$ cat src/rtl/fixed_point_square_pkg.sv
// rtl/fixed_point_square_pkg.sv - shared fixed-point widths and FSM state type for the squarer
// Square-root formats are shared: square input = sqrt output, square output = sqrt input.
package fixed_point_square_pkg;

   localparam int SQRT_OUT_INT_B = 8;
   localparam int SQRT_OUT_FP_B  = 16;
   localparam int SQRT_IN_INT_B  = 8;
   localparam int SQRT_IN_FP_B   = 4;
   localparam int unsigned ONE   = 1;

   typedef enum logic [1:0] {
      ST_IDLE  = 2'd0,
      ST_ACCUM = 2'd1,
      ST_NORM  = 2'd2,
      ST_DONE  = 2'd3
   } sq_state_e;

endpackage

$ cat src/rtl/fixed_point_square_accumulate.sv
// rtl/fixed_point_square_accumulate.sv - shift-add accumulator (module square_accumulate), one multiplier bit per step
// The multiplicand shifts left while the multiplier shifts right, so bit cnt is always at mplier_q[0].
module square_accumulate #(
   parameter int W = 24
) (
   input  logic           clk,
   input  logic           rst_n,
   input  logic           load,
   input  logic           step,
   input  logic [W-1:0]   x,
   output logic [2*W-1:0] acc
);

   logic [2*W-1:0] mcand_q, mcand_d;
   logic [W-1:0]   mplier_q, mplier_d;
   logic [2*W-1:0] acc_q, acc_d;

   always_comb begin
      mcand_d  = mcand_q;
      mplier_d = mplier_q;
      acc_d    = acc_q;
      if (load) begin
         mcand_d  = {{W{1'b0}}, x};
         mplier_d = x;
         acc_d    = '0;
      end else if (step) begin
         if (mplier_q[0]) begin
            acc_d = acc_q + mcand_q;
         end
         mcand_d  = mcand_q << 1;
         mplier_d = mplier_q >> 1;
      end
   end

   always_ff @(posedge clk or negedge rst_n) begin
      if (!rst_n) begin
         mcand_q  <= '0;
         mplier_q <= '0;
         acc_q    <= '0;
      end else begin
         mcand_q  <= mcand_d;
         mplier_q <= mplier_d;
         acc_q    <= acc_d;
      end
   end

   assign acc = acc_q;

endmodule

$ cat src/rtl/fixed_point_square.sv
// rtl/fixed_point_square.sv - sequential unsigned fixed-point squarer with saturation
// Define SQUARE_ROUND_EN for round-half-up normalisation; default build truncates.
module fixed_point_square
   import fixed_point_square_pkg::*;
#(
   parameter int IN_INT_B  = SQRT_OUT_INT_B,
   parameter int IN_FP_B   = SQRT_OUT_FP_B,
   parameter int OUT_INT_B = SQRT_IN_INT_B,
   parameter int OUT_FP_B  = SQRT_IN_FP_B
) (
   input  logic                          clk,
   input  logic                          rst_,
   input  logic                          start,
   input  logic [IN_INT_B+IN_FP_B-1:0]   X,
   output logic                          busy,
   output logic                          done,
   output logic [OUT_INT_B+OUT_FP_B-1:0] Y,
   output logic                          ovf
);

   localparam int W  = IN_INT_B + IN_FP_B;
   localparam int PW = 2 * W;
   localparam int YW = OUT_INT_B + OUT_FP_B;
   localparam int SH = 2 * IN_FP_B - OUT_FP_B;
   localparam int CW = $clog2(W) + 1;

   sq_state_e       state_q, state_d;
   logic [CW-1:0]   cnt_q, cnt_d;
   logic            busy_q, busy_d;
   logic            done_q, done_d;
   logic [YW-1:0]   y_q, y_d;
   logic            ovf_q, ovf_d;
   logic            load, step;
   logic [PW-1:0]   acc;
   logic [PW:0]     prod_r;
   logic [YW-1:0]   y_norm;
   logic            sat;
   logic            unused_low;

   square_accumulate #(.W(W)) u_acc (
      .clk   (clk),
      .rst_n (rst_),
      .load  (load),
      .step  (step),
      .x     (X),
      .acc   (acc)
   );

   // Extra top bit catches a carry out of the rounding add so it saturates.
`ifdef SQUARE_ROUND_EN
   assign prod_r = {1'b0, acc} + ((PW + 1)'(ONE) << (SH - 1));
`else
   assign prod_r = {1'b0, acc};
`endif

   assign y_norm     = prod_r[SH +: YW];
   assign sat        = |prod_r[PW:SH+YW];
   assign unused_low = &{1'b0, prod_r[SH-1:0]};

   always_comb begin
      state_d = state_q;
      cnt_d   = cnt_q;
      busy_d  = busy_q;
      done_d  = 1'b0;
      y_d     = y_q;
      ovf_d   = ovf_q;
      load    = 1'b0;
      step    = 1'b0;
      case (state_q)
         ST_IDLE: begin
            if (start) begin
               load    = 1'b1;
               cnt_d   = '0;
               busy_d  = 1'b1;
               state_d = ST_ACCUM;
            end
         end
         ST_ACCUM: begin
            step  = 1'b1;
            cnt_d = cnt_q + 1'b1;
            if (cnt_q == CW'(W - 1)) begin
               state_d = ST_NORM;
            end
         end
         ST_NORM: begin
            y_d     = sat ? '1 : y_norm;
            ovf_d   = sat;
            state_d = ST_DONE;
         end
         ST_DONE: begin
            done_d  = 1'b1;
            busy_d  = 1'b0;
            state_d = ST_IDLE;
         end
         default: state_d = ST_IDLE;
      endcase
   end

   always_ff @(posedge clk or negedge rst_) begin
      if (!rst_) begin
         state_q <= ST_IDLE;
         cnt_q   <= '0;
         busy_q  <= 1'b0;
         done_q  <= 1'b0;
         y_q     <= '0;
         ovf_q   <= 1'b0;
      end else begin
         state_q <= state_d;
         cnt_q   <= cnt_d;
         busy_q  <= busy_d;
         done_q  <= done_d;
         y_q     <= y_d;
         ovf_q   <= ovf_d;
      end
   end

   assign busy = busy_q;
   assign done = done_q;
   assign Y    = y_q;
   assign ovf  = ovf_q;

endmodule
$ cat config.mk
export PLATFORM = sky130hd
export DESIGN_NAME = fixed_point_square
export DESIGN_NICKNAME = d
export VERILOG_FILES = /design/src/rtl/fixed_point_square_pkg.sv /design/src/rtl/fixed_point_square_accumulate.sv /design/src/rtl/fixed_point_square.sv
export SDC_FILE = /design/constraint.sdc
export NUM_CORES = 1
export LEC_CHECK = 0
export CELL_PAD_IN_SITES_DETAIL_PLACEMENT = 0
export CELL_PAD_IN_SITES_GLOBAL_PLACEMENT = 1
export CORE_UTILIZATION = 45
export CTS_CLUSTER_DIAMETER = 40
export DETAILED_ROUTE_END_ITERATION = 10
export HOLD_SLACK_MARGIN = 0.06
export PLACE_DENSITY = 0.74
export SETUP_SLACK_MARGIN = 0.05
export SLEW_MARGIN = 0
export SYNTH_ARGS = -nofsm -noshare
export SYNTH_HDL_FRONTEND = slang
export SYNTH_SLANG_ARGS = --single-unit
$ cat constraint.sdc
create_clock -name clk -period 3.4 [get_ports clk]
set_clock_uncertainty 0.1 [all_clocks]
set_input_delay 0.68 -clock clk [delete_from_list [all_inputs] [get_ports clk]]
set_output_delay 0.68 -clock clk [all_outputs]
set_load 0.01 [all_outputs]
==> out/qor.csv, run 1 <==
metric;value;unit
status;completed;
Layout fillers;1741;
I/O pin total;42;
commonest non-fill, non-tap cell in the layout;dfrtp_1;
post-synthesis sequential area ratio;41.6;%
full die area;0.0197;mm^2
Setup Slack @ Placement;0.196;ns
#FFs+latches synth;143;
layout cells sized above 1;6.01;%
P_leak;4.39;nW
Total GRT Usage;21.7;%
# rows;50;
number of flops mapped to enable cells by yosys;0;
initial antenna violation count;0;
final antenna diode count;0;
WL/cell;16.2;um
Worst Path Arrival;3.38;ns
pwr/cell area;1010;mW/mm^2
Worst EP required;3.64;ns
post-layout min period;3.14;ns
clk buf depth;2;
Post-Syn Nets;1026;
DRC;0;
Avg Cell Area, Syn;9.09;um^2
CTS Buf Count;17;
Cell variety after synth;61;
final WL;19700;um
core area;0.0187;mm^2
largest family of logic cells by synthesized area;compound AO/OA/AOI/OAI gates;
Synth Area in Simple Gates;14.3;%
CP endpoint kind;register;
Vias/cell;5.61;
total congestion overflow;0;
max_cap viols;0;
Synth Area in XOR/XNOR;3.87;%
top post-synthesis cells by area;dfrtp_1, mux2i_1, a21oi_1;
commonest non-fill, non-tap cells in the layout;dfrtp_1, a21oi_1, nand2_1;
dpl hpwl;13700;um
Final ANT Viol Nets;0;
Synth Area in Compound Gates;21.1;%
Worst Hold Class;input pin to async pin;
Synth area leader;dfrtp_1;
crit path max fanout;3;
Final Cycle Share;92.3;%
Post-Synth Adder-Cell Area;7.80;%
hold-fix buffers at CTS;0;
final setup fails;0;
count of pins over their slew limit;0;
Area growth, synth to finish;15.2;%
unrepaired setup endpoints after global routing;false;
fin nets;1051;
actual slew at the worst max-slew pin;0.783;ns
Yosys top cell area share;41.6;%
clock transition at the registers of the reported paths;0.06;ns
Max Fclk;319;MHz
total iterations of the first detailed-routing run;4;
vias in the first global route;6852;
final setup TNS;0;ns
DP Area;0.00926;mm^2
total power;9.97;mW
post-synthesis mux area share;8.38;%
final non-filler cell area;0.00991;mm^2
Worst R2R Setup Slack;0.26;ns
global-route wire length before repair;34400;um
Sink Count;143;
input/output buffers;41;
gpl congestion;0.873;
H-tree depth;4;
fraction of registers with async set or reset after synthesis;100;%
width of the die;140;um
post-synthesis cell count;946;
yosys warns;0;
largest net degree at the start of global routing;144;
Die H;140;um
Vias;6826;
Rel. slew slack;47.8;%
final worst setup slack;0.262;ns
kind of critical path;register to register;
CP Launch Type;register;
mapped cell area;0.00860;mm^2
1st-iter DRT viols;468;
Final Hold Viols;0;
VDD IR max;0.400;mV
CTS Root Cell;clkbuf_16;
CTS tree;done;
ys flop type;dfrtp_1;
worst-skew pair later-pin latency;0.43;ns
Initial Util;46.0;%
critical path, cell delays in order, from the launching register on:
cell      delay (ns)
dfrtp_1         0.37
ha_2            0.21
inv_1           0.05
fa_1            0.39
nor2b_2         0.17
o31a_1          0.21
o211ai_1        0.19
a31oi_1         0.22
o31ai_1         0.11
buf_4           0.15
o31ai_2         0.18
buf_4           0.16
nand4_1         0.11
or3_1           0.34
o211ai_1        0.09
cells in the mapped netlist (all sizes together) (2+ instances only):
library cell / count
a32o: 2
o21ai: 44
nor3: 8
o311ai: 2
o31a: 2
nor2: 103
buf: 12
and3: 7
inv: 16
a31oi: 8
o22a: 12
nor2b: 6
clkbuf: 38
a311o: 2
a22o: 3
o21bai: 5
nor4: 2
nand4: 11
a211o: 2
ha: 52
a31o: 4
a21oi: 136
xnor2: 17
or3: 6
a41oi: 3
nand2: 107
mux2i: 72
o22ai: 2
nand3b: 2
nand2b: 5
and2: 6
dfrtp: 143
xor2: 21
o211ai: 11
o31ai: 5
a21o: 20
a211oi: 11
o21a: 9
nand3: 16
kinds of logic (layout without fill, tap and decap cells):
group	after synthesis	after routing
xor gates and xnor gates	38	38
buffers and inverters	66	102
and+or+nand+nor	283	283
DFF	143	143
AOI/OAI and AO/OA	291	291
adders and majority gates	53	53
muxes	72	72
area by class of cell:
type	instances	area (um^2)	area share [%]
Timing Repair Buffer	56	562	5.67
Inverter	16	60.1	0.606
Multi-Input combinational cell	737	4800	48.4
Tap cell	234	293	2.96
Clock buffer	19	453	4.57
Sequential cell	143	3580	36.1
Clock inverter	11	165	1.67
final timing paths:
| path | startpoint | to | depth (start not counted) |
|---|---|---|---|
| worst max-delay path | u_acc.mcand_q[0]$_DFFE_PN0P_ | u_acc.acc[44]$_DFFE_PN0P_ | 14 |
| worst min-delay path | rst_ | Y[0]$_DFFE_PN0P_ | 2 |
| worst max register to register | u_acc.mcand_q[0]$_DFFE_PN0P_ | u_acc.acc[44]$_DFFE_PN0P_ | 14 |
| worst min register to register | ovf$_DFFE_PN0P_ | ovf$_DFFE_PN0P_ | 1 |
| max in group asynchronous | rst_ | u_acc.mplier_q[5]$_DFFE_PN0P_ | 2 |
| min in group clk | ovf$_DFFE_PN0P_ | ovf$_DFFE_PN0P_ | 1 |
power breakdown:
group          switching, mW  leakage, nW  internal, mW  total, mW
sequential             0.457         1.75          2.36       2.81
clock                  0.738        0.304          1.25       1.99
combinational           2.98         2.34          2.18       5.16
sequential cells by signal, summed over array words and instances (netlist names):
| name | count |
|---|---|
| u_acc.acc | 48 |
| u_acc.mcand_q | 48 |
| u_acc.mplier_q | 24 |
| Y | 12 |
| cnt_q | 6 |
| state_q | 2 |
| busy | 1 |
| done | 1 |
| ovf | 1 |
through the flow:
| step | utilization [%] | instances | hold slack [ns] |
|---|---|---|---|
| after floorplan | - | 946 | 0.284 |
| after global placement | 49.5 | 1184 | 0.362 |
| after detailed placement | 49.5 | 1184 | 0.367 |
| after CTS | 52.8 | 1214 | 0.320 |
| after global routing | 53.0 | 1216 | 0.333 |
| final | 53.0 | 1216 | 0.262 |
per-layer routing:
metal / share of wire (%) / global-route usage [%] / vias to the layer above
li1: - / - / 3460
met1: 52 / 31.4 / 3232
met2: 45 / 33.5 / 118
met3: 2.6 / 3.45 / 16
met4: 1.1 / 5.90 / 0
met5: 0 / 0 / -
what timing repair did:
| item | CTS | global route |
|---|---|---|
| setup buffers | 0 | 2 |
| gates resized for setup | 0 | 3 |
| endpoints found under the setup margin | 0 | 1 |
Note: power is estimated with default switching activity, not from simulation.
==> inputs of run 2 (changes only) <==
--- a/config.mk
+++ b/config.mk
@@ -5,7 +5,7 @@
 export SDC_FILE = /design/constraint.sdc
 export NUM_CORES = 1
 export LEC_CHECK = 0
-export CELL_PAD_IN_SITES_DETAIL_PLACEMENT = 0
+export CELL_PAD_IN_SITES_DETAIL_PLACEMENT = 1
 export CELL_PAD_IN_SITES_GLOBAL_PLACEMENT = 1
 export CORE_UTILIZATION = 45
 export CTS_CLUSTER_DIAMETER = 40
@@ -13,6 +13,7 @@
 export HOLD_SLACK_MARGIN = 0.06
 export PLACE_DENSITY = 0.74
 export SETUP_SLACK_MARGIN = 0.05
+export SKIP_LAST_GASP = 1
 export SLEW_MARGIN = 0
 export SYNTH_ARGS = -nofsm -noshare
 export SYNTH_HDL_FRONTEND = slang
==> run 2 against run 1 <==
Worst setup slack got worse by 0.043 ns; utilization decreased by 0.18 points; power increased by 1.0%; clock power decreased by 2%; sequential share of layout area increased by 0.12 points; critical endpoint unchanged; largest cell class unchanged.
==> out/qor.csv, run 2 (same netlist as run 1, synthesis figures left out) <==
metric;value;unit;change
status;completed;;unchanged
CP Launch Type;register;;unchanged
Initial Util;46.0;%;unchanged
P_leak;4.37;nW;was 4.39 nW
actual slew at the worst max-slew pin;0.894;ns;was 0.783 ns
Final ANT Viol Nets;0;;unchanged
Vias/cell;5.80;;was 5.61
full die area;0.0197;mm^2;unchanged
CTS Buf Count;17;;unchanged
core area;0.0187;mm^2;unchanged
Rel. slew slack;40.4;%;was 47.8%
count of pins over their slew limit;0;;unchanged
Max Fclk;314;MHz;was 319 MHz
DRC;0;;unchanged
Post-Layout Cell Count;1214;;was 1216
VDD IR max;0.390;mV;was 0.400 mV
max_cap viols;0;;unchanged
H-tree depth;4;;unchanged
Worst Path Arrival;3.43;ns;was 3.38 ns
width of the die;140;um;unchanged
Post-Place Cells;1184;;unchanged
CTS tree;done;;unchanged
kind of critical path;register to register;;unchanged
global-route wire length before repair;38000;um;was 34400 um
worst-skew pair later-pin latency;0.44;ns;was 0.43 ns
Slowest Stage Delay on Critical Path;0.39;ns;about the same
delay-heaviest family, CP;compound AO/OA/AOI/OAI gates;;unchanged
pwr/cell area;1020;mW/mm^2;was 1010 mW/mm^2
total iterations of the first detailed-routing run;4;;unchanged
clock transition at the registers of the reported paths;0.06;ns;about the same
final WL;22000;um;was 19700 um
CP max stage cell;fa_1;;unchanged
clk buf depth;2;;unchanged
Area growth, synth to finish;14.8;%;was 15.2%
Vias;7042;;was 6826
# rows;50;;unchanged
unrepaired setup endpoints after global routing;false;;unchanged
final setup TNS;0;ns;unchanged
total congestion overflow;0;;unchanged
gpl congestion;0.873;;unchanged
I/O pin total;42;;unchanged
post-layout min period;3.18;ns;was 3.14 ns
vias in the first global route;7450;;was 6852
CP endpoint kind;register;;unchanged
Worst EP required;3.65;ns;was 3.64 ns
final antenna diode count;0;;unchanged
dpl hpwl;15300;um;was 13700 um
worst hold slack;0.165;ns;was 0.262 ns
Final Cycle Share;93.6;%;was 92.3%
crit path max fanout;3;;unchanged
Total GRT Usage;24.2;%;was 21.7%
layout cells sized above 1;5.71;%;was 6.01%
initial antenna violation count;0;;unchanged
Bufs and invs on worst path;3;;unchanged
Sink Count;143;;unchanged
CTS Root Cell;clkbuf_16;;unchanged
commonest non-fill, non-tap cells in the layout;dfrtp_1, a21oi_1, nand2_1;;unchanged
CP Cell Sequence;ha_2 > inv_1 > fa_1 > nor2b_2 > o31a_1 > o211ai_1 > a31oi_1 > o31ai_1 > buf_4 > o31ai_1 > buf_4 > nand4_1 > or3_1 > o211ai_1;;was ha_2 > inv_1 > fa_1 > nor2b_2 > o31a_1 > o211ai_1 > a31oi_1 > o31ai_1 > buf_4 > o31ai_2 > buf_4 > nand4_1 > or3_1 > o211ai_1
WL/cell;18.1;um;was 16.2 um
fin nets;1049;;was 1051
Worst Hold Class;input pin to async pin;;unchanged
final setup fails;0;;unchanged
input/output buffers;41;;unchanged
1st-iter DRT viols;411;;was 468
Die H;140;um;unchanged
largest net degree at the start of global routing;144;;unchanged
Final Hold Viols;0;;unchanged
commonest non-fill, non-tap cell in the layout;dfrtp_1;;unchanged
==> run 2: metal layers <==
| layer | track usage (%) | wire length (um) | part of all wire, % | up-vias |
|---|---|---|---|---|
| met5 | 0 | 0 | 0 | - |
| met4 | 8.16 | 231 | 1.0 | 0 |
| met3 | 3.79 | 448 | 2.0 | 22 |
| met2 | 39.8 | 10500 | 48 | 82 |
| met1 | 32.5 | 10800 | 49 | 3491 |
| li1 | - | - | - | 3447 |
==> run 2: cell type report <==
type / instances / area, um^2
Clock buffer: 20 / 467
Sequential cell: 143 / 3580
Clock inverter: 10 / 138
Multi-Input combinational cell: 737 / 4790
Fill cell: 2156 / 8830
Timing Repair Buffer: 54 / 547
Inverter: 16 / 60.1
Tap cell: 234 / 293
==> run 2: power breakdown <==
part           internal (mW)  leakage [nW]  switching (mW)
logic                   2.18          2.33            3.11
registers               2.36          1.75           0.477
clock network           1.20         0.294           0.752
total                   5.73          4.37            4.34
==> run 2: what timing repair did <==
action	4_1_cts	5_1_grt
endpoints found under the setup margin	0	1
hold buffers	0	0
resized for setup	0	2
buffers inserted	0	0
==> run 2: worst register-to-register path: stages (launching register included) <==
cell and delay [ns]:
dfrtp_1 0.38, ha_2 0.21, inv_1 0.05, fa_1 0.39
nor2b_2 0.17, o31a_1 0.20, o211ai_1 0.18, a31oi_1 0.23
o31ai_1 0.12, buf_4 0.15, o31ai_1 0.19, buf_4 0.17
nand4_1 0.12, or3_1 0.34, o211ai_1 0.09
==> run 2: path summary, 6_finish.rpt <==
check | cells past startpoint | from | slack, ns | end
setup reg to reg | 14 | u_acc.mcand_q[0]$_DFFE_PN0P_ | 0.22 | u_acc.acc[44]$_DFFE_PN0P_
min in group clk | 1 | ovf$_DFFE_PN0P_ | 0.39 | ovf$_DFFE_PN0P_
hold / removal | 2 | rst_ | 0.17 | u_acc.mcand_q[32]$_DFFE_PN0P_
hold reg to reg | 1 | ovf$_DFFE_PN0P_ | 0.39 | ovf$_DFFE_PN0P_
max in group asynchronous | 2 | rst_ | 2.28 | u_acc.mcand_q[27]$_DFFE_PN0P_
setup / recovery | 14 | u_acc.mcand_q[0]$_DFFE_PN0P_ | 0.22 | u_acc.acc[44]$_DFFE_PN0P_
==> run 2: metrics by stage <==
| step | total power [mW] | area [um^2] | utilization [%] | worst slack [ns] |
|---|---|---|---|---|
| floorplan | 6.72 | 8600 | - | 0.560 |
| global placement | 7.95 | 9260 | 49.5 | 0.311 |
| detailed placement | 8.09 | 9260 | 49.5 | 0.167 |
| CTS | 10.1 | 9870 | 52.8 | 0.152 |
| global route | 10.9 | 9870 | 52.8 | 0.0635 |
| finish | 10.1 | 9870 | 52.8 | 0.219 |
==> inputs of run 3 (changes only) <==
--- a/config.mk
+++ b/config.mk
@@ -7,6 +7,7 @@
 export LEC_CHECK = 0
 export CELL_PAD_IN_SITES_DETAIL_PLACEMENT = 1
 export CELL_PAD_IN_SITES_GLOBAL_PLACEMENT = 1
+export CORE_MARGIN = 5
 export CORE_UTILIZATION = 45
 export CTS_CLUSTER_DIAMETER = 40
 export DETAILED_ROUTE_END_ITERATION = 10
==> run 3 against run 2 <==
Sequential cell count unchanged; critical path depth decreased by 4; power increased by 0.48%; sequential share of layout area decreased by 0.092 points; critical path type unchanged; register-to-register slack improved by 0.02 ns; first-iteration DRC count decreased by 19%; die area increased by 12%; non-clock buffer count increased by 2; cell area increased by 0.25%; global-route usage decreased by 2.9 points; clock-buffer cell count unchanged; cell count increased by 0.33%.
==> out/qor.csv, run 3 (same netlist as run 1, synthesis figures left out) <==
metric;value;unit;change
CP endpoint kind;register;;unchanged
final setup fails;0;;unchanged
DRC;0;;unchanged
pwr/cell area;1020;mW/mm^2;about the same
Worst Path Arrival;3.43;ns;about the same
Layout fillers;2163;;was 2156
WL/cell;18.5;um;was 18.1 um
full die area;0.0220;mm^2;was 0.0197 mm^2
status;completed;;unchanged
input/output buffers;41;;unchanged
clk buf depth;2;;unchanged
P_leak;4.38;nW;was 4.37 nW
CTS Buf Count;17;;unchanged
Worst R2R Setup Slack;0.23;ns;was 0.22 ns
Register Area;0.00358;mm^2;unchanged
final WL;22500;um;was 22000 um
commonest non-fill, non-tap cells in the layout;dfrtp_1, a21oi_1, nand2_1;;unchanged
largest net degree at the start of global routing;70;;was 144
CTS Root Cell;clkbuf_16;;unchanged
Vias;7057;;was 7042
Clock power frac;19.4;%;about the same
Worst Hold Class;input pin to async pin;;unchanged
reg-to-reg startpoint;u_acc.acc[6]$_DFFE_PN0P_;;was u_acc.mcand_q[0]$_DFFE_PN0P_
post-layout min period;3.17;ns;was 3.18 ns
unrepaired setup endpoints after global routing;false;;unchanged
Comb power frac;52.6;%;was 52.5%
vias in the first global route;7513;;was 7450
kind of critical path;register to register;;unchanged
Setup Slack @ Placement;0.0833;ns;was 0.167 ns
Final Cycle Share;93.1;%;was 93.6%
Flop pwr share;28.0;%;was 28.1%
Final ANT Viol Nets;0;;unchanged
max_cap viols;0;;unchanged
layout cells sized above 1;6.10;%;was 5.71%
Vias/cell;5.79;;was 5.80
final setup TNS;0;ns;unchanged
P_sw;4.42;mW;was 4.34 mW
Total GRT Usage;21.3;%;was 24.2%
VDD IR max;0.528;mV;was 0.390 mV
Die H;148;um;was 140 um
CTS tree;done;;unchanged
actual slew at the worst max-slew pin;0.718;ns;was 0.894 ns
clock transition at the registers of the reported paths;0.07;ns;was 0.06 ns
initial antenna violation count;0;;unchanged
1st-iter DRT viols;334;;was 411
Rel. slew slack;52.1;%;was 40.4%
crit path max fanout;7;;was 3
RR Endpoint;u_acc.acc[47]$_DFFE_PN0P_;;was u_acc.acc[44]$_DFFE_PN0P_
global-route wire length before repair;38400;um;was 38000 um
core area;0.0188;mm^2;was 0.0187 mm^2
commonest non-fill, non-tap cell in the layout;dfrtp_1;;unchanged
gpl congestion;0.842;;was 0.873
Final Hold Viols;0;;unchanged
worst hold slack;0.167;ns;was 0.165 ns
count of pins over their slew limit;0;;unchanged
total congestion overflow;0;;unchanged
Sink Count;143;;unchanged
Worst EP required;3.66;ns;was 3.65 ns
H-tree depth;4;;unchanged
Area growth, synth to finish;15.1;%;was 14.8%
Initial Util;45.8;%;was 46.0%
fin nets;1051;;was 1049
CP Launch Type;register;;unchanged
final antenna diode count;0;;unchanged
area of the multi-input gates;0.00480;mm^2;was 0.00479 mm^2
Int Power;5.70;mW;was 5.73 mW
width of the die;148;um;was 140 um
final worst setup slack;0.235;ns;was 0.219 ns
switching share of power;43.7;%;was 43.1%
R2R depth;10;;was 14
# rows;50;;unchanged
worst-skew pair later-pin latency;0.43;ns;was 0.44 ns
I/O pin total;42;;unchanged
dpl hpwl;15700;um;was 15300 um
total iterations of the first detailed-routing run;4;;unchanged
Max Fclk;316;MHz;was 314 MHz
[run 3: cell types whose count changed in the layout (fill, tap and decap cells not counted), moves of 2 or more]
cell      change
buf_4         +3
clkinv_2      -3
clkinv_4      +2
inv_6         +5
o31ai_1       -2
[run 3: stage by stage]
| stage | power [mW] | instance area [um^2] | util (%) | std cells |
|---|---|---|---|---|
| after floorplan | 6.72 | 8600 | - | 946 |
| after global placement | 7.98 | 9270 | 49.4 | 1186 |
| after detailed placement | 8.11 | 9270 | 49.4 | 1186 |
| after CTS | 10.2 | 9880 | 52.6 | 1218 |
| after global routing | 10.9 | 9900 | 52.7 | 1218 |
| final | 10.1 | 9900 | 52.7 | 1218 |
[run 3: final cells by class]
class / instances / share of cell area [%]
sequential: 143 / 36.2
multi-input combinational: 737 / 48.5
inverter: 16 / 0.607
clock inverter: 12 / 1.48
tap: 234 / 2.96
clock buffer: 20 / 4.71
timing repair buffer: 56 / 5.55
[run 3: timing repair]
action	4_1_cts	5_1_grt
resized for setup	0	3
setup endpoints to repair	0	3
hold buffers	0	0
buffers inserted	0	0
[run 3: critical path: stages (launching register included)]
cell and delay, ns:
dfrtp_1 0.40, ha_1 0.45, a211oi_4 0.29, o211ai_2 0.13
a31oi_2 0.23, o31ai_2 0.12, a311o_1 0.42, a31o_1 0.27
o311a_1 0.39, a21o_1 0.17, a21oi_2 0.12
[run 3: per-layer routing]
layer	vias up	part of all wire, %	GRT usage [%]
li1	3443	-	-
met3	20	2.4	3.41
met2	93	49	36.0
met1	3501	48	28.6
met4	0	1.4	5.36
met5	-	0	0
[run 3: worst max path at each step]
stage	startpoint	end	slack, ns	cells after the start
after floorplan	u_acc.acc[6]$_DFFE_PN0P_	u_acc.acc[47]$_DFFE_PN0P_	0.56	11
after global placement	u_acc.mcand_q[0]$_DFFE_PN0P_	u_acc.acc[44]$_DFFE_PN0P_	0.19	12
after detailed placement	u_acc.mcand_q[0]$_DFFE_PN0P_	u_acc.acc[44]$_DFFE_PN0P_	0.08	12
after CTS	u_acc.mcand_q[0]$_DFFE_PN0P_	u_acc.acc[44]$_DFFE_PN0P_	0.06	12
after global routing	u_acc.mcand_q[0]$_DFFE_PN0P_	u_acc.acc[44]$_DFFE_PN0P_	0.07	12
final	u_acc.acc[6]$_DFFE_PN0P_	u_acc.acc[47]$_DFFE_PN0P_	0.23	10
[run 3: power by group through the flow]
stage                     clock (mW)  sequential (mW)  combinational, mW
after floorplan                    0             2.73               3.99
after global placement             0             2.83               5.15
after detailed placement           0             2.86               5.24
after CTS                       2.00             2.84               5.34
after global routing            2.08             2.91               5.94
final                           1.96             2.83               5.32
